--- config.mk ---
export PLATFORM = sky130hd
export DESIGN_NAME = sbox_layer_flat
export DESIGN_NICKNAME = d
export VERILOG_FILES = /design/src/rtl/sbox_pkg.sv /design/src/rtl/sbox_layer_if.sv /design/src/rtl/sbox_lut.sv /design/src/rtl/sbox_layer.sv /design/src/flat_wrapper.sv
export SDC_FILE = /design/constraint.sdc
export NUM_CORES = 1
export LEC_CHECK = 0
export CORE_MARGIN = 2
export CORE_UTILIZATION = 50
export CTS_CLUSTER_SIZE = 30
export DETAILED_ROUTE_END_ITERATION = 12
export GPL_TIMING_DRIVEN = 0
export PLACE_DENSITY = 0.75
export SETUP_SLACK_MARGIN = 0.05
export SYNTH_ARGS = -nofsm -noshare
export SYNTH_HDL_FRONTEND = slang
export SYNTH_HIERARCHICAL = 1
export SYNTH_SLANG_ARGS = --single-unit
--- constraint.sdc ---
create_clock -name clk -period 3.6 [get_ports clk]
set_clock_uncertainty 0.15 [all_clocks]
set_input_delay 0.72 -clock clk [delete_from_list [all_inputs] [get_ports clk]]
set_output_delay 0.72 -clock clk [all_outputs]
set_load 0.05 [all_outputs]
--- src/rtl/sbox_pkg.sv ---
// rtl/sbox_pkg.sv - shared types and constants for the nibble substitution layer
package sbox_pkg;

   localparam int SBOX_W = 4;

   typedef enum logic [1:0] {IDLE, BUSY, DONE} state_t;

   // Entry i sits at bits [4i+3:4i]; the table is its own inverse.
   localparam logic [15:0][SBOX_W-1:0] SBOX_DEFAULT = 64'h1247_8A9B_C63D_5EF0;

endpackage

--- src/rtl/sbox_layer_if.sv ---
// rtl/sbox_layer_if.sv - valid/ready word handshakes on both sides of the substitution layer
interface sbox_layer_if #(
   parameter int DATA_W = 32
);
   logic              in_valid;
   logic              in_ready;
   logic [DATA_W-1:0] in_data;
   logic              in_bypass;
   logic              out_valid;
   logic              out_ready;
   logic [DATA_W-1:0] out_data;

   modport slave (
      input  in_valid, in_data, in_bypass, out_ready,
      output in_ready, out_valid, out_data
   );

   modport master (
      output in_valid, in_data, in_bypass, out_ready,
      input  in_ready, out_valid, out_data
   );
endinterface

--- src/rtl/sbox_lut.sv ---
// rtl/sbox_lut.sv - combinational lookup of one nibble in a flattened 16-entry table
module sbox_lut
   import sbox_pkg::*;
(
   input  logic [16*SBOX_W-1:0] tbl,
   input  logic [SBOX_W-1:0]    idx,
   output logic [SBOX_W-1:0]    q
);
   assign q = tbl[{idx, 2'b00} +: SBOX_W];
endmodule

--- src/rtl/sbox_layer.sv ---
// rtl/sbox_layer.sv - multi-cycle S-box layer, LANES nibbles per beat, runtime-writable table
module sbox_layer
   import sbox_pkg::*;
#(
   parameter int NUM_SBOX = 8,
   parameter int LANES    = 2
) (
   input  logic        clk,
   input  logic        rst,
   sbox_layer_if.slave bus,
   input  logic        tbl_we,
   input  logic [3:0]  tbl_addr,
   input  logic [3:0]  tbl_data,
   output logic        tbl_err
);
   localparam int BEATS = NUM_SBOX / LANES;
   localparam int CNT_W = (BEATS > 1) ? $clog2(BEATS) : 1;
   localparam int IDX_W = (NUM_SBOX > 1) ? $clog2(NUM_SBOX) : 1;
   localparam logic [CNT_W-1:0] LAST = CNT_W'(BEATS - 1);

   generate
      if (LANES < 1 || (NUM_SBOX % LANES) != 0) begin : g_bad_lanes
         $error("sbox_layer: LANES must divide NUM_SBOX");
      end
   endgenerate

   state_t                            state;
   logic [CNT_W-1:0]                  cnt;
   logic                              bypass_q;
   logic [NUM_SBOX-1:0][SBOX_W-1:0]   work;
   logic [15:0][SBOX_W-1:0]           tbl;
   logic [LANES-1:0][IDX_W-1:0]       lane_idx;
   logic [LANES-1:0][SBOX_W-1:0]      lane_sub;

   for (genvar l = 0; l < LANES; l++) begin : g_lane
      assign lane_idx[l] = IDX_W'(int'(cnt) * LANES + l);
      sbox_lut u_lut (
         .tbl (tbl),
         .idx (work[lane_idx[l]]),
         .q   (lane_sub[l])
      );
   end

   assign bus.out_data = work;

   always_ff @(posedge clk) begin
      if (rst) begin
         state         <= IDLE;
         bus.in_ready  <= 1'b1;
         bus.out_valid <= 1'b0;
         work          <= '0;
         cnt           <= '0;
         bypass_q      <= 1'b0;
         tbl           <= SBOX_DEFAULT;
         tbl_err       <= 1'b0;
      end else begin
         tbl_err <= tbl_we && (state != IDLE);
         case (state)
            IDLE: begin
               // A write landing with an accept is visible from the first beat.
               if (tbl_we) tbl[tbl_addr] <= tbl_data;
               if (bus.in_valid) begin
                  work         <= bus.in_data;
                  bypass_q     <= bus.in_bypass;
                  cnt          <= '0;
                  state        <= BUSY;
                  bus.in_ready <= 1'b0;
               end
            end
            BUSY: begin
               if (!bypass_q) begin
                  for (int l = 0; l < LANES; l++) work[lane_idx[l]] <= lane_sub[l];
               end
               cnt <= cnt + 1'b1;
               if (cnt == LAST) begin
                  state         <= DONE;
                  bus.out_valid <= 1'b1;
               end
            end
            DONE: begin
               if (bus.out_ready) begin
                  state         <= IDLE;
                  bus.out_valid <= 1'b0;
                  bus.in_ready  <= 1'b1;
               end
            end
            default: state <= IDLE;
         endcase
      end
   end
endmodule

--- src/flat_wrapper.sv ---
// flat-port wrapper written by rule: the top's interface ports become plain ports
module sbox_layer_flat import sbox_pkg::*;
#(
   parameter int NUM_SBOX = 8,
   parameter int LANES    = 2
)
  (clk, rst, tbl_we, tbl_addr, tbl_data, tbl_err, bus_in_valid, bus_in_data, bus_in_bypass, bus_out_ready, bus_in_ready, bus_out_valid, bus_out_data);
  sbox_layer_if #(.DATA_W(32)) bus_i ();
  input  logic clk;
  input  logic rst;
  input  logic tbl_we;
  input  logic [3:0] tbl_addr;
  input  logic [3:0] tbl_data;
  output logic tbl_err;
  input wire logic [$bits(bus_i.in_valid)-1:0] bus_in_valid;
  input wire logic [$bits(bus_i.in_data)-1:0] bus_in_data;
  input wire logic [$bits(bus_i.in_bypass)-1:0] bus_in_bypass;
  input wire logic [$bits(bus_i.out_ready)-1:0] bus_out_ready;
  output wire logic [$bits(bus_i.in_ready)-1:0] bus_in_ready;
  output wire logic [$bits(bus_i.out_valid)-1:0] bus_out_valid;
  output wire logic [$bits(bus_i.out_data)-1:0] bus_out_data;
  assign bus_i.in_valid = bus_in_valid;
  assign bus_i.in_data = bus_in_data;
  assign bus_i.in_bypass = bus_in_bypass;
  assign bus_i.out_ready = bus_out_ready;
  assign bus_in_ready = bus_i.in_ready;
  assign bus_out_valid = bus_i.out_valid;
  assign bus_out_data = bus_i.out_data;
  sbox_layer #(.NUM_SBOX(NUM_SBOX), .LANES(LANES)) u_core (.clk(clk), .rst(rst), .bus(bus_i), .tbl_we(tbl_we), .tbl_addr(tbl_addr), .tbl_data(tbl_data), .tbl_err(tbl_err));
endmodule
* Word level (Yosys, flattened, before mapping)
Cells that the tools add are included.
** Operators by class
- $add $sub $neg :: 2
- $lt $le $gt $ge :: 6
- Equality and inequality tests :: 7
- Shift-type cells :: 2
- Muxes and demuxes :: 28
- Reductions and logical operators :: 16
** Operators with widths (number)
- 64-bit by 7-bit variable part select with 4-bit output :: 2
- 32-bit bitwise mux :: 2
- 64-bit bitwise mux :: 1
- 32-bit 2-to-1 mux :: 2
- 32-bit one-hot mux with 2 select lines :: 1
- 4-bit 2-to-1 mux :: 5
- 4-bit demux with 4-bit select :: 1
- 4-bit binary-select mux with 3-bit select :: 1
- 4-bit demux with 3-bit select :: 1
- 3-bit AND reduction :: 4
- 4-bit binary-select mux with 2-bit select :: 1
- 4-bit demux with 2-bit select :: 1
- 3-bit by 4-bit < comparator with 1-bit output, second input constant :: 2
- 2-bit 2-to-1 mux :: 4
- 2-bit nonzero test :: 4
- 3-bit by 1-bit greater-or-equal comparator with 1-bit output, second input constant :: 2
- 2-bit inequality test, second input constant :: 3
- 2-bit one-hot mux with 3 select lines :: 1
- 2-bit AND reduction :: 3
- 4-bit by 5-bit < comparator with 1-bit output, second input constant :: 1
- 2-bit == test, second input constant :: 2
- 4-bit by 1-bit greater-or-equal comparator with 1-bit output, second input constant :: 1
- 1-bit logical AND :: 4
- 1-bit 2-to-1 mux :: 4
- other kinds (7) :: 8
** Storage, ports and cells
- Flip-flop bits (word level) :: 104
- Input port bits :: 46
- Output and inout bits :: 35
- Word-level logic and storage cells :: 91

* Depth between registers and ports, before layout
- Depth in word-level cells :: 8
- Depth in mapped cells :: 9
- Gate-level depth less buffers :: 6

* Modules after synthesis
The synthesis kept the hierarchy.
** Modules (own cells, without submodules)
- sbox_layer :: instances 1, cells each 460, area an instance 4573.1 µm², seq. area each 2082.0 µm²
- sbox_lut :: instances 2, cells each 39, area an instance 554.3 µm², seq. area each 0.0 µm²

* Worst setup path before layout
Ideal clock, no wire load.
- Path type :: reg2reg
- Start point :: register u_core.cnt[0]
- End point :: register u_core.work (netlist bit u_core/bus.out_data[14])
- Library setup time :: 0.134 ns
- Arrival :: 2.545 ns
- Required time :: 3.316 ns
- Slack :: 0.771 ns
- Cell stages (with the launch flop) :: 10
- Path buffers :: 3
- Period minus slack after synthesis :: 2.829 ns
- Cell sequence :: dfxtp_1 > buf_1 > mux4_2 > buf_6 > buf_12 > mux4_2 > a22oi_1 > nand3_1 > a22oi_1 > a211oi_1
** RTL lines
- start, declared :: line sbox_layer.sv:28 : logic [CNT_W-1:0] cnt;
- start signal, assigned :: line sbox_layer.sv:74 : cnt <= cnt + 1'b1;
- end signal, assigned :: line sbox_layer.sv:63 : work <= bus.in_data;
- end, declared :: line sbox_layer.sv:30 : logic [NUM_SBOX-1:0][SBOX_W-1:0] work;

==> metrics.md <==
| Metric | Value |
|---|---|
| # IOs | `81` |
| Crit-path cells | `clkbuf_2 -> mux4_2 -> buf_6 -> mux4_1 -> a22oi_1 -> nand3_1 -> a22oi_1 -> a211oi_1` |
| Initial antenna violation count | `0` |
| Post-detail-place hpwl | `12.7 mm` |
| Antenna Nets Post-Route | `0` |
| Post-place instance area | `0.00664 mm2` |
| Reg-to-Reg End | `u_core/bus.out_data[12]$_SDFFE_PP0P_` |
| Worst Hold Path EP | `u_core/tbl[17]$_SDFFE_PP0P_` |
| Post-route met1 wirelength | `6.96 mm` |
| Reg2reg path depth | `8` |
| Top FF cell, synth | `dfxtp_1` |
| Hold Path Class | `register to register` |
| Final Hold Fails | `0` |
| Buffers on Ports | `78` |
| Fin crit share | `0.903` |
| RePlAce Congestion | `0.922` |
| Final Critical Period | `3250 ps` |
| CP max-delay cell | `mux4_2` |
| Post-Syn Instances | `538` |
| CTS Buf Count | `9` |
| Max-slew headroom | `0.462` |
| R2r startpoint | `u_core/cnt[0]$_SDFFE_PP0P_` |
| Global-route wire length before repair | `26.7 mm` |
| CTS tree | `done` |
| Total core area | `0.0110 mm2` |
| Fin cells | `772` |
| Clock transition at path regs | `70 ps` |
| Share of cells above drive strength 1 | `0.0886` |
| Flop2flop setup slack | `350 ps` |
| Initial drt markers | `437` |
| Post-synth cell types | `38` |
| Worst Path Max Fanout | `10` |
| Setup Total Neg Slack | `0 ps` |
| Worst hold start | `u_core/tbl[17]$_SDFFE_PP0P_` |
| Largest net degree at the start of global routing | `17` |
| F_max | `0.308 GHz` |
| Setup Fix Bufs, Post-CTS | `0` |
| CP Class | `register to register` |
| WHS | `343 ps` |
| Row Count | `38` |
| Finished Cell Area | `0.00697 mm2` |
| Wire per inst | `21.9 um` |
| Status | `complete, no violations` |
| Clock Tree Root | `clkbuf_16` |
| Crit end category | `register` |
| Net Count, Synth | `588` |
| Highest metal used | `met4` |
| Die height | `111 um` |
| Slew @ Worst Pin | `804 ps` |
| Die width | `111 um` |
| Syn_area_per_cell | `10.6 um2` |
| Max-Cap Viols | `0` |
| Die area | `0.0122 mm2` |
| Buffer levels on the longest clock path | `2` |
| VDD IR max | `0.000224 V` |
| Pwr/cell area | `455 mW/mm2` |
| CP dominant cell by count | `a22oi_1` |
| DR DRC count | `0` |
| #FFs+latches synth | `104` |
| Vias/cell | `6.29` |
| Met3 wire len | `1.42 mm` |
| Synth area leader | `dfxtp_1` |
| Post-synth EDFFs | `0` |
| Syn. warnings | `6` |
| Clock sinks | `104` |
| CP peak stage delay | `610 ps` |
| Post-synth top area share | `0.366` |
| # H-tree levels | `3` |
| Clock latency on the worst-skew pair | `340 ps` |
| Setup violations, final | `0` |
| Metal2 WL | `7.95 mm` |
| Pleak | `2.80 nW` |
| Netlist Area Pre-Place | `0.00568 mm2` |
| FF+latch area | `0.00208 mm2` |
| CP Launch Type | `register` |
| Fill count | `945` |
| Total Nets Final | `677` |
| Required time worst endpoint | `3660 ps` |
| Slew Viols, Final | `0` |
| Post-Route WL | `16.9 mm` |
| Gr ovfl total | `0` |
| Starting Density | `0.517` |
| Hold path depth | `2` |
| RSZ-0062 raised after global routing | `false` |
| Global-route usage over all layers | `0.278` |
| Crit path DAT | `3310 ps` |
| Vias in the first global route | `4,925` |
| Area delta synth->final | `22.7%` |
| 1st-pass router iterations | `5` |
| Placed insts | `756` |
| Ant diodes | `0` |
| Register area share after synthesis | `0.366` |
| Via count | `4,858` |
| Top cells by area, synth | `dfxtp_1, mux4_1, mux2i_1, a22oi_1, mux4_2` |
| Area of the multi-input gates | `0.00331 mm2` |
| Async SR Flop Fraction | `0` |
per-stage QoR:
step / power [mW] / setup slack (ps) / util
floorplan: 1.83 / 771 / -
global placement: 2.09 / 171 / 0.604
detailed placement: 2.11 / 129 / 0.604
CTS: 3.18 / 122 / 0.635
global route: 3.29 / 208 / 0.635
finish: 3.17 / 349 / 0.635
per-layer routing:
metal  track usage  vias up
li1              -     2216
met1         0.353     2309
met2         0.456      285
met3        0.0565       48
met4         0.133        0
met5             0        -
registers in the layout, summed over array words and instances, names as in the netlist:
register	count
u_core/tbl_err	1
u_core/bus.out_data	32
u_core/state	2
u_core/tbl	64
u_core/bus.out_valid	1
u_core/bus.in_ready	1
u_core/bypass_q	1
u_core/cnt	2
area by class of cell:
cell class | count | area share
buffer | 53 | 0.0397
sequential | 104 | 0.299
clock inverter | 5 | 0.0113
timing repair buffer | 78 | 0.112
inverter | 5 | 0.00269
tap | 140 | 0.0251
multi-input combinational | 376 | 0.474
clock buffer | 11 | 0.0363
worst max-delay path by stage:
stage,from,end,cells past startpoint
floorplan,u_core/cnt[0]$_SDFFE_PP0P_,u_core/bus.out_data[14]$_SDFFE_PP0P_,9
CTS,u_core/cnt[0]$_SDFFE_PP0P_,u_core/bus.out_data[28]$_SDFFE_PP0P_,8
finish,u_core/cnt[0]$_SDFFE_PP0P_,u_core/bus.out_data[12]$_SDFFE_PP0P_,8
detailed placement,u_core/cnt[0]$_SDFFE_PP0P_,u_core/bus.out_data[2]$_SDFFE_PP0P_,9
global route,u_core/cnt[0]$_SDFFE_PP0P_,u_core/bus.out_data[23]$_SDFFE_PP0P_,9
global placement,u_core/cnt[0]$_SDFFE_PP0P_,u_core/bus.out_data[28]$_SDFFE_PP0P_,8
power breakdown:
group / switching [mW] / leakage [nW] / internal, mW / total, mW
Clock: 0.427 / 0.165 / 0.646 / 1.07
Combinational: 0.499 / 1.79 / 0.361 / 0.860
Sequential: 0.0421 / 0.848 / 1.20 / 1.24
cells in the final DEF (no fill, tap or decap), types with 2 or more instances in the layout:
cell type and n:
a311oi_1 2, bufinv_16 2, a211oi_1 30, buf_2 15
o21bai_1 2, mux4_2 12, nand2b_1 37, and2_1 4
nor4bb_1 4, buf_1 7, nor2_1 44, a21oi_1 5
a22oi_1 38, clkbuf_1 22, inv_1 4, mux2i_1 65
clkbuf_16 9, buf_12 2, dfxtp_1 104, nor3b_1 6
nand3_1 23, clkdlybuf4s50_1 78, ha_1 4, or2_1 4
buf_4 2, nor3_1 33, mux4_1 28, clkbuf_2 3
clkbuf_8 2, buf_6 2, nand4_1 2, clkinv_2 2
nand2_1 17, nor2b_1 6, o21ai_0 3
synthesized netlist by cell type (8+ instances only):
| cell type | instances |
|---|---|
| a211oi_1 | 30 |
| a22oi_1 | 38 |
| buf_1 | 8 |
| buf_2 | 15 |
| clkbuf_1 | 23 |
| dfxtp_1 | 104 |
| mux2i_1 | 65 |
| mux4_1 | 28 |
| mux4_2 | 12 |
| nand2_1 | 17 |
| nand2b_1 | 37 |
| nand3_1 | 23 |
| nor2_1 | 44 |
| nor3_1 | 33 |
worst max-delay path: cells and delay by family, from the launching register on:
kind	cells	cell delay, ps
simple gates	1	220
compound gates	3	650
flops	1	430
buf+inv	2	540
mux	2	1120
logic make-up after synthesis:
| kind of cell | share of synthesized area |
|---|---|
| AOI/OAI and AO/OA | 0.104 |
| adders and majority gates | 0.00881 |
| buffers and inverters | 0.0515 |
| DFF | 0.366 |
| muxes | 0.292 |
| and+or+nand+nor | 0.177 |
timing repair:
| item | CTS | global route |
|---|---|---|
| resized for setup | 0 | 3 |
| hold buffers | 0 | 0 |
| setup endpoints to repair | 0 | 27 |
Note: power is estimated with default switching activity, not from simulation.
